**src/rtl/axi_lite_arbiter_2to1_if.sv**
```systemverilog
// User-side AXI4-lite request/response bundle.
// The "master" modport issues requests (requester, or arbiter toward the bus).
// The "slave" modport serves them (arbiter toward a requester, or the bus master).
interface axi_lite_arbiter_2to1_if #(
  parameter int AXI_DATA_WIDTH = 64,
  parameter int AXI_ADDR_WIDTH = 32
);

  // write request and completion
  logic                          w_valid;
  logic [AXI_ADDR_WIDTH-1:0]     w_addr;
  logic [AXI_DATA_WIDTH-1:0]     w_data;
  logic [AXI_DATA_WIDTH/8-1:0]   w_strb;
  logic                          w_ready;

  // read request and data return
  logic                          r_ready;
  logic [AXI_ADDR_WIDTH-1:0]     r_addr;
  logic                          r_valid;
  logic [AXI_DATA_WIDTH-1:0]     r_data;

  modport master (
    output w_valid, w_addr, w_data, w_strb,
    input  w_ready,
    output r_ready, r_addr,
    input  r_valid, r_data
  );

  modport slave (
    input  w_valid, w_addr, w_data, w_strb,
    output w_ready,
    input  r_ready, r_addr,
    output r_valid, r_data
  );

endinterface

```
**src/rtl/axi_lite_arbiter_2to1.sv**
```systemverilog
// Two-requester round-robin arbiter in front of one AXI4-lite user-side
// bus master. One transaction in flight; request fields are captured at
// grant so the bus master sees them stable until completion.
module axi_lite_arbiter_2to1 #(
  parameter int AXI_DATA_WIDTH = 64,
  parameter int AXI_ADDR_WIDTH = 32
) (
  input  logic                   AXI_ACLK,
  input  logic                   AXI_ARESET,
  axi_lite_arbiter_2to1_if.slave  s0,
  axi_lite_arbiter_2to1_if.slave  s1,
  axi_lite_arbiter_2to1_if.master m,
  output logic                   busy,
  output logic                   grant
);

  localparam int STRB_W = AXI_DATA_WIDTH / 8;

  typedef enum logic [1:0] {
    IDLE   = 2'd0,
    BUSY_W = 2'd1,
    BUSY_R = 2'd2
  } state_t;

  state_t state;
  state_t state_nxt;

  logic rr_ptr;
  logic grant_q;
  logic busy_q;

  logic pend0;
  logic pend1;
  logic sel;
  logic sel_write;
  logic take_w;
  logic take_r;
  logic done;

  logic [AXI_ADDR_WIDTH-1:0] req_w_addr;
  logic [AXI_DATA_WIDTH-1:0] req_w_data;
  logic [STRB_W-1:0]         req_w_strb;
  logic [AXI_ADDR_WIDTH-1:0] req_r_addr;

  logic                      m_w_valid_q;
  logic [AXI_ADDR_WIDTH-1:0] m_w_addr_q;
  logic [AXI_DATA_WIDTH-1:0] m_w_data_q;
  logic [STRB_W-1:0]         m_w_strb_q;
  logic                      m_r_ready_q;
  logic [AXI_ADDR_WIDTH-1:0] m_r_addr_q;

  logic w_done;
  logic r_done;

  // A requester is pending on either request level; its write wins over its read.
  assign pend0 = s0.w_valid | s0.r_ready;
  assign pend1 = s1.w_valid | s1.r_ready;

  // Pick the requester to serve: sole pending one, otherwise the round-robin pointer.
  always_comb begin
    sel        = 1'b0;
    if (pend0 && pend1) begin
      sel = rr_ptr;
    end else if (pend1) begin
      sel = 1'b1;
    end
    sel_write  = sel ? s1.w_valid : s0.w_valid;
    req_w_addr = sel ? s1.w_addr  : s0.w_addr;
    req_w_data = sel ? s1.w_data  : s0.w_data;
    req_w_strb = sel ? s1.w_strb  : s0.w_strb;
    req_r_addr = sel ? s1.r_addr  : s0.r_addr;
  end

  // Next-state decode: grant from IDLE, complete on the matching bus response only.
  always_comb begin
    state_nxt = state;
    take_w    = 1'b0;
    take_r    = 1'b0;
    done      = 1'b0;
    unique case (state)
      IDLE: begin
        if (pend0 || pend1) begin
          if (sel_write) begin
            state_nxt = BUSY_W;
            take_w    = 1'b1;
          end else begin
            state_nxt = BUSY_R;
            take_r    = 1'b1;
          end
        end
      end
      BUSY_W: begin
        if (m.w_ready) begin
          state_nxt = IDLE;
          done      = 1'b1;
        end
      end
      BUSY_R: begin
        if (m.r_valid) begin
          state_nxt = IDLE;
          done      = 1'b1;
        end
      end
      default: begin
        state_nxt = IDLE;
      end
    endcase
  end

  // State register; reset abandons any in-flight transaction.
  always_ff @(posedge AXI_ACLK or posedge AXI_ARESET) begin
    if (AXI_ARESET) begin
      state <= IDLE;
    end else begin
      state <= state_nxt;
    end
  end

  // Ownership tracking: grant index, busy flag and round-robin pointer.
  always_ff @(posedge AXI_ACLK or posedge AXI_ARESET) begin
    if (AXI_ARESET) begin
      rr_ptr  <= 1'b0;
      grant_q <= 1'b0;
      busy_q  <= 1'b0;
    end else if (take_w || take_r) begin
      grant_q <= sel;
      busy_q  <= 1'b1;
    end else if (done) begin
      busy_q  <= 1'b0;
      rr_ptr  <= ~grant_q;
    end
  end

  // Bus-side write request: fields captured at grant, valid dropped on completion.
  always_ff @(posedge AXI_ACLK or posedge AXI_ARESET) begin
    if (AXI_ARESET) begin
      m_w_valid_q <= 1'b0;
      m_w_addr_q  <= '0;
      m_w_data_q  <= '0;
      m_w_strb_q  <= '0;
    end else if (take_w) begin
      m_w_valid_q <= 1'b1;
      m_w_addr_q  <= req_w_addr;
      m_w_data_q  <= req_w_data;
      m_w_strb_q  <= req_w_strb;
    end else if (done) begin
      m_w_valid_q <= 1'b0;
    end
  end

  // Bus-side read request: address captured at grant, request dropped on completion.
  always_ff @(posedge AXI_ACLK or posedge AXI_ARESET) begin
    if (AXI_ARESET) begin
      m_r_ready_q <= 1'b0;
      m_r_addr_q  <= '0;
    end else if (take_r) begin
      m_r_ready_q <= 1'b1;
      m_r_addr_q  <= req_r_addr;
    end else if (done) begin
      m_r_ready_q <= 1'b0;
    end
  end

  assign m.w_valid = m_w_valid_q;
  assign m.w_addr  = m_w_addr_q;
  assign m.w_data  = m_w_data_q;
  assign m.w_strb  = m_w_strb_q;
  assign m.r_ready = m_r_ready_q;
  assign m.r_addr  = m_r_addr_q;

  // Responses are only forwarded when they match the transaction in flight.
  assign w_done = (state == BUSY_W) && m.w_ready;
  assign r_done = (state == BUSY_R) && m.r_valid;

  assign s0.w_ready = w_done && !grant_q;
  assign s1.w_ready = w_done &&  grant_q;
  assign s0.r_valid = r_done && !grant_q;
  assign s1.r_valid = r_done &&  grant_q;

  // Read data is a straight fan-out; qualified by each requester's r_valid.
  assign s0.r_data = m.r_data;
  assign s1.r_data = m.r_data;

  assign busy  = busy_q;
  assign grant = grant_q;

endmodule

```
**src/flat_wrapper.sv**
```systemverilog
// flat-port wrapper written by rule: the top's interface ports become plain ports
module axi_lite_arbiter_2to1_flat 
#(
  parameter int AXI_DATA_WIDTH = 64,
  parameter int AXI_ADDR_WIDTH = 32
)
  (AXI_ACLK, AXI_ARESET, busy, grant, s0_w_valid, s0_w_addr, s0_w_data, s0_w_strb, s0_w_ready, s0_r_ready, s0_r_addr, s0_r_valid, s0_r_data, s1_w_valid, s1_w_addr, s1_w_data, s1_w_strb, s1_w_ready, s1_r_ready, s1_r_addr, s1_r_valid, s1_r_data, m_w_valid, m_w_addr, m_w_data, m_w_strb, m_w_ready, m_r_ready, m_r_addr, m_r_valid, m_r_data);
  axi_lite_arbiter_2to1_if #(.AXI_DATA_WIDTH(AXI_DATA_WIDTH), .AXI_ADDR_WIDTH(AXI_ADDR_WIDTH)) s0_i ();
  axi_lite_arbiter_2to1_if #(.AXI_DATA_WIDTH(AXI_DATA_WIDTH), .AXI_ADDR_WIDTH(AXI_ADDR_WIDTH)) s1_i ();
  axi_lite_arbiter_2to1_if #(.AXI_DATA_WIDTH(AXI_DATA_WIDTH), .AXI_ADDR_WIDTH(AXI_ADDR_WIDTH)) m_i ();
  input  logic AXI_ACLK;
  input  logic AXI_ARESET;
  output logic busy;
  output logic grant;
  input wire logic [$bits(s0_i.w_valid)-1:0] s0_w_valid;
  input wire logic [$bits(s0_i.w_addr)-1:0] s0_w_addr;
  input wire logic [$bits(s0_i.w_data)-1:0] s0_w_data;
  input wire logic [$bits(s0_i.w_strb)-1:0] s0_w_strb;
  output wire logic [$bits(s0_i.w_ready)-1:0] s0_w_ready;
  input wire logic [$bits(s0_i.r_ready)-1:0] s0_r_ready;
  input wire logic [$bits(s0_i.r_addr)-1:0] s0_r_addr;
  output wire logic [$bits(s0_i.r_valid)-1:0] s0_r_valid;
  output wire logic [$bits(s0_i.r_data)-1:0] s0_r_data;
  input wire logic [$bits(s1_i.w_valid)-1:0] s1_w_valid;
  input wire logic [$bits(s1_i.w_addr)-1:0] s1_w_addr;
  input wire logic [$bits(s1_i.w_data)-1:0] s1_w_data;
  input wire logic [$bits(s1_i.w_strb)-1:0] s1_w_strb;
  output wire logic [$bits(s1_i.w_ready)-1:0] s1_w_ready;
  input wire logic [$bits(s1_i.r_ready)-1:0] s1_r_ready;
  input wire logic [$bits(s1_i.r_addr)-1:0] s1_r_addr;
  output wire logic [$bits(s1_i.r_valid)-1:0] s1_r_valid;
  output wire logic [$bits(s1_i.r_data)-1:0] s1_r_data;
  output wire logic [$bits(m_i.w_valid)-1:0] m_w_valid;
  output wire logic [$bits(m_i.w_addr)-1:0] m_w_addr;
  output wire logic [$bits(m_i.w_data)-1:0] m_w_data;
  output wire logic [$bits(m_i.w_strb)-1:0] m_w_strb;
  input wire logic [$bits(m_i.w_ready)-1:0] m_w_ready;
  output wire logic [$bits(m_i.r_ready)-1:0] m_r_ready;
  output wire logic [$bits(m_i.r_addr)-1:0] m_r_addr;
  input wire logic [$bits(m_i.r_valid)-1:0] m_r_valid;
  input wire logic [$bits(m_i.r_data)-1:0] m_r_data;
  assign s0_i.w_valid = s0_w_valid;
  assign s0_i.w_addr = s0_w_addr;
  assign s0_i.w_data = s0_w_data;
  assign s0_i.w_strb = s0_w_strb;
  assign s0_w_ready = s0_i.w_ready;
  assign s0_i.r_ready = s0_r_ready;
  assign s0_i.r_addr = s0_r_addr;
  assign s0_r_valid = s0_i.r_valid;
  assign s0_r_data = s0_i.r_data;
  assign s1_i.w_valid = s1_w_valid;
  assign s1_i.w_addr = s1_w_addr;
  assign s1_i.w_data = s1_w_data;
  assign s1_i.w_strb = s1_w_strb;
  assign s1_w_ready = s1_i.w_ready;
  assign s1_i.r_ready = s1_r_ready;
  assign s1_i.r_addr = s1_r_addr;
  assign s1_r_valid = s1_i.r_valid;
  assign s1_r_data = s1_i.r_data;
  assign m_w_valid = m_i.w_valid;
  assign m_w_addr = m_i.w_addr;
  assign m_w_data = m_i.w_data;
  assign m_w_strb = m_i.w_strb;
  assign m_i.w_ready = m_w_ready;
  assign m_r_ready = m_i.r_ready;
  assign m_r_addr = m_i.r_addr;
  assign m_i.r_valid = m_r_valid;
  assign m_i.r_data = m_r_data;
  axi_lite_arbiter_2to1 #(.AXI_DATA_WIDTH(AXI_DATA_WIDTH), .AXI_ADDR_WIDTH(AXI_ADDR_WIDTH)) u_core (.AXI_ACLK(AXI_ACLK), .AXI_ARESET(AXI_ARESET), .s0(s0_i), .s1(s1_i), .m(m_i), .busy(busy), .grant(grant));
endmodule
```
**config.mk**
```make
export PLATFORM = sky130hd
export DESIGN_NAME = axi_lite_arbiter_2to1_flat
export DESIGN_NICKNAME = d
export VERILOG_FILES = /design/src/rtl/axi_lite_arbiter_2to1_if.sv /design/src/rtl/axi_lite_arbiter_2to1.sv /design/src/flat_wrapper.sv
export SDC_FILE = /design/constraint.sdc
export NUM_CORES = 1
export LEC_CHECK = 0
export ABC_AREA = 1
export BUFFER_PORTS_ARGS = -buffer_cell sky130_fd_sc_hd__buf_2
export CORE_AREA = 2 2 239 241
export CTS_CLUSTER_DIAMETER = 120
export DETAILED_ROUTE_END_ITERATION = 8
export DIE_AREA = 0 0 241 243
export PLACE_DENSITY_LB_ADDON = 0.08
export REMOVE_ABC_BUFFERS = 1
export SYNTH_ARGS = -nofsm -noshare
export SYNTH_HDL_FRONTEND = slang
export SYNTH_SLANG_ARGS = --single-unit
```
**constraint.sdc**
```tcl
create_clock -name AXI_ACLK -period 8.93 [get_ports AXI_ACLK]
set_input_delay 0.4465 -clock AXI_ACLK [delete_from_list [all_inputs] [get_ports AXI_ACLK]]
set_output_delay 0.4465 -clock AXI_ACLK [all_outputs]
set_load 0.1 [all_outputs]
```
# Word level (Yosys, flattened, before mapping)
# Index checks and enable logic that the tools add are counted.
# totals
reg_bits,143
latchBits,0
ram_bits,0
romBits,0
input_bits,344
wordCells,60
n_memories,0
# classes
addsub,0
mul,0
n_div,0
magnitude_cmp,0
eq_ne,5
shift,0
mux,25
bitwise_logic,4
reduce_logical,16
# ops
operator,n
32-bit two-way mux,2
64-bit two-way mux,1
1-bit two-way mux,15
2-bit two-way mux,4
8-bit two-way mux,1
1-bit logical AND,7
2-bit case mux with 3 select lines,1
2-bit nonzero test,3
"2-bit inequality test, second input constant",2
3-bit AND reduction,1
"2-bit by 1-bit == test with 1-bit output, second input constant",1
"2-bit == test, second input constant",1
2-bit logical NOT,1
1-bit logical OR,2
"2-bit by 1-bit inequality test with 1-bit output, second input constant",1
1-bit inverter,2
1-bit OR,2
1-bit case mux with 2 select lines,1
2-bit AND reduction,1
1-bit logical NOT,1

# Depth between registers and ports, before layout
# Gate-level depths: netlist of the first run.
# depth
depth_word,10
mapped_depth,9
ltp_nobuf,7

# Least setup slack after synthesis of the first run
# No wires, ideal clock.
# synth_timing
path_kind,reg2out
start,"register u_core.grant_q, in the netlist u_core.grant"
end,output s1_r_valid
arrival_time_ps,2391
required_ps,8484
slack_ps,6092
path_stages_with_launch,3
n_path_buf,0
cell_sequence,dfrtp_1 > inv_1 > nor2_1
# synth_via
elab_chain_len,1
# synth_lines
element,line_no,rtl
from (decl),axi_lite_arbiter_2to1.sv:29,logic grant_q;
from (signal assigned),axi_lite_arbiter_2to1.sv:126,grant_q <= sel;
1-bit logical AND,axi_lite_arbiter_2to1.sv:178,assign s1.r_valid = r_done && grant_q;
to (decl),flat_wrapper.sv:31,output wire logic [$bits(s1_i.r_valid)-1:0] s1_r_valid;
# Every way passes these cells.

# Final worst setup path of the first run
# layout_timing
start,input s1_w_valid
end,"register u_core.m_w_data_q[49], in the netlist u_core.m.w_data[49]"
# layout_via
elab_chain_len,7
# layout_lines
element,line_no,rtl
from (decl),flat_wrapper.sv:24,input wire logic [$bits(s1_i.w_valid)-1:0] s1_w_valid;
1-bit OR,axi_lite_arbiter_2to1.sv:57,assign pend1 = s1.w_valid | s1.r_ready;
1-bit two-way mux or 1-bit logical AND (tied branches),"axi_lite_arbiter_2to1.sv:64, axi_lite_arbiter_2to1.sv:62",
1-bit two-way mux,axi_lite_arbiter_2to1.sv:62,if (pend0 && pend1) begin
1-bit two-way mux,axi_lite_arbiter_2to1.sv:67,sel_write = sel ? s1.w_valid : s0.w_valid;
1-bit two-way mux,axi_lite_arbiter_2to1.sv:83,if (sel_write) begin
1-bit two-way mux,axi_lite_arbiter_2to1.sv:82,if (pend0 || pend1) begin
1-bit two-way mux,axi_lite_arbiter_2to1.sv:80,unique case (state)
to (signal assigned),axi_lite_arbiter_2to1.sv:144,m_w_data_q <= req_w_data;
to (decl),axi_lite_arbiter_2to1.sv:47,logic [AXI_DATA_WIDTH-1:0] m_w_data_q;
# Several ways; a longest one is shown, not always the timed one.
# A chain may end at the register's enable or synchronous reset.

==> impl_metrics.json, run 1 <==
{
  "syn_area_um2": 8650,
  "dpl.hpwl_mm": 39.9,
  "post_cts_resized": 0,
  "first_iter_violations": 645,
  "finalSetupViolCount": 0,
  "final_cell_mix": "nand2_1, buf_2, nand3_1, dfrtp_1, clkbuf_16",
  "ys_warn_count": 0,
  "grt_pass1_vias": 8929,
  "p_leak_nw": 6.38,
  "post_cts_buffers": 0,
  "ys_ff_latch": 143,
  "rsz0062_at_grt": "false",
  "required_ns": 9.34,
  "overflow": 0,
  "cts_tree": "built",
  "cts_sinks": 143,
  "vias_per_cell": 4.12,
  "timing.final.crit_share": 0.448,
  "netSwitchingFraction": 0.652,
  "ys_seq_area_frac": 0.414,
  "final_antenna_net_count": 0,
  "combPwrFrac": 0.662,
  "grt_pass1_wl_mm": 71.4,
  "worstMarginPinSlew_ns": 0.962,
  "numCtsBuffers": 17,
  "final_nets": 1814,
  "hold_viol_final": 0,
  "drive_gt1_frac": 0.319,
  "htreeDepth": 4,
  "drc": 0,
  "io_buffers": 423,
  "clockRootBuffer": "clkbuf_16",
  "num_rows": 87,
  "ir_drop_v": 0.000142,
  "fillers": 6512,
  "coreArea_um2": 56000,
  "vias": 9216,
  "crit_path_cell_trace": "buf_2, nor2_2, inv_4, nand2_4, buf_4, nand2_1, nand2_4, buf_4, nand3_1, nand2_1",
  "grt_start_max_net_pins": 84,
  "initial_core_util": 0.155,
  "synth_area_per_cell_um2": 7.02,
  "switchingPower_mw": 3.49,
  "stdcell_area_um2": 11000,
  "cp-end-kind": "flop",
  "clockPowerShare": 0.137,
  "slowest_stage": "buf_4",
  "syn_to_final_growth_pct": 27.4,
  "p_int_mw": 1.86,
  "report.final.slew_viol_count": 0,
  "final_util": 0.197,
  "p_per_area_nw_per_um2": 486,
  "finalCriticalPeriod_ns": 4.00,
  "io_pins": 616,
  "cap_violations": 0,
  "gp_congestion": 0.928,
  "cts_buffer_depth": 2,
  "slowest_delay_ns": 0.76,
  "crit_arrival_ns": 4.41,
  "slew-limit-headroom": 0.359,
  "track_usage": 0.176,
  "critPathLaunch": "s1_w_valid",
  "skew_ns": 0.0126,
  "hold_buffers": 0,
  "die_y_um": 243,
  "wirelength_mm": 52.6,
  "hold_path_class": "in -> async",
  "status": "finished clean",
  "p_seq_frac": 0.202,
  "worstReg2RegStart": "u_core.rr_ptr",
  "worst-setup-path-type": "in -> reg",
  "hold_ws_ns": 0.0976,
  "clk_latency_ns": 0.48,
  "antenna_found_initial": 7,
  "wire_per_inst_um": 23.5,
  "place_area_um2": 10400,
  "die_area_um2": 58600,
  "crit_fanout": 74,
  "path_clk_slew_ns": 0.06,
  "final_common_cell": "nand2_1",
  "synth_cells": 1231,
  "synth.distinct_cells": 18,
  "dr.pass1.iters": 5,
  "cp-start-kind": "primary input",
  "max_freq_mhz": 250,
  "finalPower_mw": 5.35,
  "die_x_um": 241,
  "tns_ns": 0
}
[layer usage]
layer	part of all wire	GRT usage
met1	0.41	0.205
met2	0.38	0.226
met3	0.19	0.158
met4	0.014	0.0472
met5	0.011	0.0657
[Yosys cell counts, drive strengths merged]
| master | count | area (um^2) |
|---|---|---|
| nor2 | 7 | 28.8 |
| nand2 | 566 | 2120 |
| o21a | 1 | 7.51 |
| ha | 3 | 37.5 |
| buf | 185 | 1280 |
| clkbuf | 31 | 116 |
| inv | 13 | 48.8 |
| dfrtp | 143 | 3580 |
| a31o | 1 | 8.76 |
| a21boi | 1 | 7.51 |
| o21ai | 5 | 28.8 |
| nand3 | 275 | 1380 |
[sequential cells by signal, summed over array words and instances (netlist names)]
| name | flops |
|---|---|
| u_core.m.w_addr | 32 |
| u_core.m.r_addr | 32 |
| u_core.busy | 1 |
| u_core.m.r_ready | 1 |
| u_core.grant | 1 |
| u_core.m.w_strb | 8 |
| u_core.rr_ptr | 1 |
| u_core.m.w_data | 64 |
| u_core.m.w_valid | 1 |
| u_core.state | 2 |
[final timing paths]
| path | to | slack, ns | cells after the start |
|---|---|---|---|
| min reg2reg | u_core.m.r_addr[19] | 0.47 | 2 |
| max | u_core.m.w_data[49] | 4.93 | 10 |
| max in group asynchronous | u_core.m.r_addr[19] | 7.27 | 3 |
| min | u_core.m.w_data[30] | 0.1 | 2 |
| min in group AXI_ACLK | u_core.m.r_addr[26] | 0.28 | 5 |
| max reg2reg | u_core.m.w_data[49] | 5.05 | 9 |
[per-stage QoR]
stage / std cells / setup WS [ns]
floorplan: 1015 / 0.583
global placement: 2204 / 4.33
detailed placement: 2204 / 4.32
CTS: 2236 / 4.83
global route: 2236 / 4.56
finish: 2239 / 4.93
[final cells by class]
cell class	instances	area (um^2)	area share
multi-input combinational	859	3670	0.333
inverter	13	56.3	0.00511
clock buffer	21	450	0.0409
clock inverter	11	116	0.0106
tap	756	946	0.0859
sequential	143	3580	0.325
antenna	3	7.51	0.000682
timing repair buffer	433	2190	0.199
[worst max-delay path: cells and delay by family]
family / cells / cell delay, ns
buffers and inverters: 4 / 1.84
and+or+nand+nor: 6 / 1.79
[power groups by stage]
stage          combinational, mW  sequential [mW]  clock [mW]
2_1_floorplan              0.805             3.04           0
5_1_grt                     3.74             1.12       0.796
4_1_cts                     3.61             1.08       0.774
3_3_place_gp                3.60             1.09           0
6_report                    3.54             1.08       0.732
3_5_place_dp                3.60             1.09           0
[cells by family after synthesis]
group,Yosys count,share of synthesized area
buffers and inverters,229,0.167
flip-flops,143,0.414
AND/OR/NAND/NOR,848,0.409
adder cells (fa/ha/maj),3,0.00434
AO/OA/AOI/OAI,8,0.00608
(Power assumes the default switching activity.)
==> inputs of run 2 (changes only) <==
--- a/config.mk
+++ b/config.mk
@@ -7,10 +7,10 @@
 export LEC_CHECK = 0
 export ABC_AREA = 1
 export BUFFER_PORTS_ARGS = -buffer_cell sky130_fd_sc_hd__buf_2
-export CORE_AREA = 2 2 239 241
+export CORE_AREA = 2 2 241 243
 export CTS_CLUSTER_DIAMETER = 120
 export DETAILED_ROUTE_END_ITERATION = 8
-export DIE_AREA = 0 0 241 243
+export DIE_AREA = 0 0 243 245
 export PLACE_DENSITY_LB_ADDON = 0.08
 export REMOVE_ABC_BUFFERS = 1
 export SYNTH_ARGS = -nofsm -noshare
==> constraint.sdc (replaced) <==
create_clock -name AXI_ACLK -period 3.75 [get_ports AXI_ACLK]
set_input_delay 0.1875 -clock AXI_ACLK [delete_from_list [all_inputs] [get_ports AXI_ACLK]]
set_output_delay 0.1875 -clock AXI_ACLK [all_outputs]
set_load 0.1 [all_outputs]
==> impl_metrics.json, run 2 (same netlist as run 1, synthesis figures left out) <==
{
  "required_ns": 4.16,
  "p_int_mw": 4.74,
  "io_buffers": 423,
  "cp-start-kind": "flop",
  "timing.final.crit_share": 0.627,
  "gp_congestion": 0.867,
  "finalPower_mw": 13.1,
  "hold_viol_final": 0,
  "htreeDepth": 4,
  "report.final.slew_viol_count": 0,
  "final_nets": 1909,
  "slowest_delay_ns": 0.56,
  "crit_path_cell_trace": "inv_1, o21ai_4, nand2_4, buf_4, nand2_1, nand2_1, dlygate4sd3_1, nand3_1, nand2_1",
  "hold_path_class": "in -> reg",
  "vias": 9486,
  "p_seq_frac": 0.196,
  "worst_slack_ns": 1.40,
  "max_freq_mhz": 425,
  "worstMarginPinSlew_ns": 0.854,
  "cp_common_cell": "nand2_1",
  "cp-end-kind": "flop",
  "clk_latency_ns": 0.48,
  "dr.pass1.iters": 5,
  "cap_violations": 0,
  "combPwrFrac": 0.656,
  "worstReg2RegStart": "u_core.rr_ptr",
  "grt_pass1_wl_mm": 72.5,
  "p_leak_nw": 6.84,
  "ir_drop_v": 0.000416,
  "tns_ns": 0,
  "switchingPower_mw": 8.32,
  "clockPowerShare": 0.148,
  "worst-setup-path-type": "reg -> reg",
  "crit_fanout": 67,
  "num_rows": 88,
  "p_per_area_nw_per_um2": 1080,
  "cts_tree": "built",
  "clockRootBuffer": "clkbuf_16",
  "cts_buffer_depth": 2,
  "coreArea_um2": 57000,
  "path_clk_slew_ns": 0.06,
  "largest_register_ff_count": 64,
  "reg2regPathDepth": 9,
  "rsz0062_at_grt": "false",
  "hold_ws_ns": 0.0523,
  "grt_pass1_vias": 9489,
  "fillers": 6616,
  "die_x_um": 243,
  "netSwitchingFraction": 0.637,
  "die_area_um2": 59500,
  "finalSetupViolCount": 0,
  "die_y_um": 245,
  "final_common_cell": "nand2_1",
  "vias_per_cell": 4.05,
  "status": "finished clean",
  "antenna_found_initial": 9,
  "slowest_stage": "buf_4",
  "dpl.hpwl_mm": 38.8,
  "dp_worst_setup_slack_ns": 1.51,
  "final_antenna_net_count": 0,
  "drive_gt1_frac": 0.305,
  "cts_sinks": 143,
  "wirelength_mm": 52.2,
  "track_usage": 0.173,
  "min_to": "u_core.m.w_data[22]",
  "slew-limit-headroom": 0.431,
  "io_pins": 616,
  "worst_r2r_endpoint": "u_core.m.w_addr[29]",
  "finalCriticalPeriod_ns": 2.35,
  "dp.cells": 2218,
  "overflow": 0,
  "grt_start_max_net_pins": 106,
  "crit_arrival_ns": 2.77,
  "initial_core_util": 0.152,
  "holdPathStages": 5,
  "syn_to_final_growth_pct": 39.8,
  "layoutNonFillerInstCount": 2345,
  "worstHoldStart": "s0_w_data[22]",
  "final_cell_mix": "nand2_1, buf_2, nand3_1, dfrtp_1, dlygate4sd3_1",
  "rrSetupSlack_ns": 1.40,
  "first_iter_violations": 451,
  "skew_ns": 0.0102,
  "wire_per_inst_um": 22.3,
  "numCtsBuffers": 17,
  "drc": 0
}
==> run 2: critical path: cells and delay by family (launching register included) <==
family	cells	cell delay, ns
flip-flops	1	0.38
buffers and inverters	3	1.19
AND/OR/NAND/NOR	5	0.44
AO/OA/AOI/OAI	1	0.15
==> run 2: power groups by stage <==
stage / combinational, mW / sequential (mW) / clock, mW
final: 8.57 / 2.56 / 1.93
after CTS: 8.74 / 2.57 / 2.04
after detailed placement: 8.64 / 2.58 / 0
after global placement: 8.65 / 2.58 / 0
after global routing: 9.08 / 2.65 / 2.08
after floorplan: 1.92 / 7.23 / 0
==> run 2: timing repair <==
action | in CTS | in global routing
resized for setup | 0 | 0
hold buffers | 90 | 0
endpoints found under the hold margin | 123 | 0
setup buffers | 0 | 0
==> run 2: layout make-up <==
type,count,area (um^2),area share
Timing Repair Buffer,528,3170,0.262
Multi-Input combinational cell,859,3670,0.304
Antenna cell,5,12.5,0.00104
Tap cell,765,957,0.0792
Clock inverter,11,160,0.0133
Clock buffer,21,480,0.0398
Sequential cell,143,3580,0.296
Inverter,13,56.3,0.00466
==> run 2: how the worst max path moves through the flow <==
stage	startpoint	to	cells past startpoint
2_1_floorplan	s0_r_ready	u_core.m.w_addr[0]	6
3_3_place_gp	s0_r_ready	u_core.m.w_addr[11]	7
3_5_place_dp	s0_r_ready	u_core.m.w_data[24]	7
4_1_cts	u_core.rr_ptr	u_core.m.w_addr[29]	9
5_1_grt	u_core.rr_ptr	u_core.m.w_addr[0]	8
6_report	u_core.rr_ptr	u_core.m.w_addr[29]	9
==> run 2: through the flow <==
stage                util  instance area [um^2]
global placement    0.185                 10500
CTS                 0.212                 12100
floorplan               -                  7250
detailed placement  0.185                 10500
global route        0.212                 12100
finish              0.212                 12100
==> run 2: routing by layer <==
| layer | GRT usage | wire, um |
|---|---|---|
| met5 | 0.0605 | 544 |
| met4 | 0.0415 | 708 |
| met3 | 0.156 | 9350 |
| met2 | 0.222 | 20100 |
| met1 | 0.202 | 21500 |
==> inputs of run 3 (changes only) <==
--- a/config.mk
+++ b/config.mk
@@ -7,10 +7,10 @@
 export LEC_CHECK = 0
 export ABC_AREA = 1
 export BUFFER_PORTS_ARGS = -buffer_cell sky130_fd_sc_hd__buf_2
-export CORE_AREA = 2 2 241 243
+export CORE_AREA = 2 2 239 241
 export CTS_CLUSTER_DIAMETER = 120
 export DETAILED_ROUTE_END_ITERATION = 8
-export DIE_AREA = 0 0 243 245
+export DIE_AREA = 0 0 241 243
 export PLACE_DENSITY_LB_ADDON = 0.08
 export REMOVE_ABC_BUFFERS = 1
 export SYNTH_ARGS = -nofsm -noshare
==> constraint.sdc (replaced) <==
create_clock -name AXI_ACLK -period 2 [get_ports AXI_ACLK]
set_input_delay 0.1 -clock AXI_ACLK [delete_from_list [all_inputs] [get_ports AXI_ACLK]]
set_output_delay 0.1 -clock AXI_ACLK [all_outputs]
set_load 0.1 [all_outputs]
==> impl_metrics.json, run 3 (same netlist as run 1, synthesis figures left out) <==
{
  "dpl.hpwl_mm": 40.4,
  "tns_ns": 0,
  "worst-setup-path-type": "reg -> reg",
  "wl_met3_mm": 9.23,
  "timing.final.crit_share": 0.943,
  "rrSetupSlack_ns": 0.11,
  "coreArea_um2": 56000,
  "finalCriticalPeriod_ns": 1.89,
  "cts_sinks": 143,
  "dp.cells": 2218,
  "top_layer": "met5",
  "layoutNonFillerInstCount": 2513,
  "max_freq_mhz": 530,
  "htreeDepth": 4,
  "clk_latency_ns": 0.48,
  "syn_to_final_growth_pct": 61.8,
  "wirelength_mm": 55.3,
  "fillers": 6385,
  "dr.pass1.iters": 6,
  "skew_ns": 0.00948,
  "vias": 10200,
  "wire_per_inst_um": 22.0,
  "report.final.slew_viol_count": 0,
  "worstMarginPinSlew_ns": 0.595,
  "gp_congestion": 0.961,
  "antenna_found_initial": 4,
  "largest_register_ff_count": 64,
  "worstReg2RegStart": "u_core.rr_ptr",
  "final_antenna_net_count": 0,
  "final_common_cell": "nand2_1",
  "cp-end-kind": "flop",
  "crit_arrival_ns": 2.31,
  "cts_tree": "built",
  "grt_start_max_net_pins": 73,
  "cp-start-kind": "flop",
  "ir_drop_v": 0.000641,
  "cts_buffer_depth": 2,
  "io_pins": 616,
  "first_iter_violations": 618,
  "grt_pass1_vias": 10200,
  "drive_gt1_frac": 0.281,
  "required_ns": 2.42,
  "status": "finished clean",
  "clockRootBuffer": "clkbuf_16",
  "io_buffers": 423,
  "wl_met2_mm": 21.5,
  "slew-limit-headroom": 0.606,
  "die_area_um2": 58600,
  "final_nets": 2089,
  "wl_met1_mm": 22.7,
  "holdPathStages": 5,
  "initial_core_util": 0.155,
  "vias_per_cell": 4.08,
  "path_clk_slew_ns": 0.07,
  "drc": 0,
  "p_per_area_nw_per_um2": 1780,
  "num_rows": 87,
  "grt_pass1_wl_mm": 75.5,
  "reg2regPathDepth": 8,
  "hold_path_class": "in -> reg",
  "stdcell_area_um2": 14000,
  "finalSetupViolCount": 0,
  "place_area_um2": 10700,
  "numCtsBuffers": 17,
  "p_leak_nw": 7.65,
  "worst_r2r_endpoint": "u_core.m.w_addr[29]",
  "die_x_um": 241,
  "cap_violations": 0,
  "crit_fanout": 72,
  "final_cell_mix": "nand2_1, buf_2, nand3_1, dlygate4sd3_1, dfrtp_1",
  "track_usage": 0.184,
  "min_to": "u_core.m.w_data[5]",
  "overflow": 0,
  "rsz0062_at_grt": "true",
  "hold_viol_final": 0,
  "worstHoldStart": "s1_w_data[5]",
  "die_y_um": 243
}
==> run 3: how the worst max path moves through the flow <==
stage / from / end / cells past startpoint
6_report: u_core.rr_ptr / u_core.m.w_addr[29] / 8
5_1_grt: u_core.rr_ptr / u_core.m.w_data[59] / 8
4_1_cts: u_core.state[1] / s1_w_ready / 5
2_1_floorplan: s0_r_ready / u_core.m.w_addr[0] / 6
3_3_place_gp: u_core.rr_ptr / u_core.m.r_addr[29] / 9
3_5_place_dp: s0_r_ready / u_core.m.w_valid / 6
==> run 3: worst max-delay path, cell delays in order (launching register included) <==
cell	delay [ns]
dfrtp_1	0.34
inv_1	0.06
o21ai_4	0.13
buf_12	0.31
nand3_1	0.12
nand2_1	0.08
dlygate4sd3_1	0.54
nand3_1	0.07
nand2_1	0.08
==> run 3: final cells by class <==
class / count / area, um^2 / share of cell area
flip-flops and latches: 143 / 3580 / 0.256
repair buffers: 708 / 5130 / 0.367
diodes: 3 / 7.51 / 0.000537
well taps: 756 / 946 / 0.0676
clock buffers: 22 / 494 / 0.0353
inverters: 13 / 56.3 / 0.00402
clock inverters: 9 / 108 / 0.00769
multi-input cells: 859 / 3670 / 0.262
==> run 3: through the flow <==
| stage | util | worst slack (ns) | power, mW | hold slack (ns) |
|---|---|---|---|---|
| 3_3_place_gp | 0.192 | 0.280 | 21.3 | 0.181 |
| 5_1_grt | 0.250 | -0.0135 | 26.3 | 0.0305 |
| 3_5_place_dp | 0.192 | 0.297 | 21.2 | 0.171 |
| 4_1_cts | 0.249 | 0.0124 | 25.3 | 0.000531 |
| 2_1_floorplan | - | -6.00 | 17.2 | 0.200 |
| 6_report | 0.250 | 0.113 | 24.9 | 0.0429 |
==> run 3: repair_timing <==
item	in CTS	in global routing
cloned	0	1
pin swaps	0	1
setup buffers	0	4
endpoints found under the hold margin	172	0
hold buffers	256	0
gates resized for setup	2	3
setup endpoints to repair	2	6
==> run 3: metal layers <==
metal	vias up	global-route usage
met5	-	0.0783
met4	12	0.0621
met3	79	0.149
met2	570	0.245
met1	4782	0.210
li1	4802	-
==> run 3: report_power, final <==
| group | switching, mW | total [mW] | internal (mW) |
|---|---|---|---|
| clock | 1.43 | 3.42 | 1.99 |
| combinational | 13.6 | 16.7 | 3.03 |
| sequential | 0.673 | 4.83 | 4.15 |
| total | 15.8 | 24.9 | 9.17 |
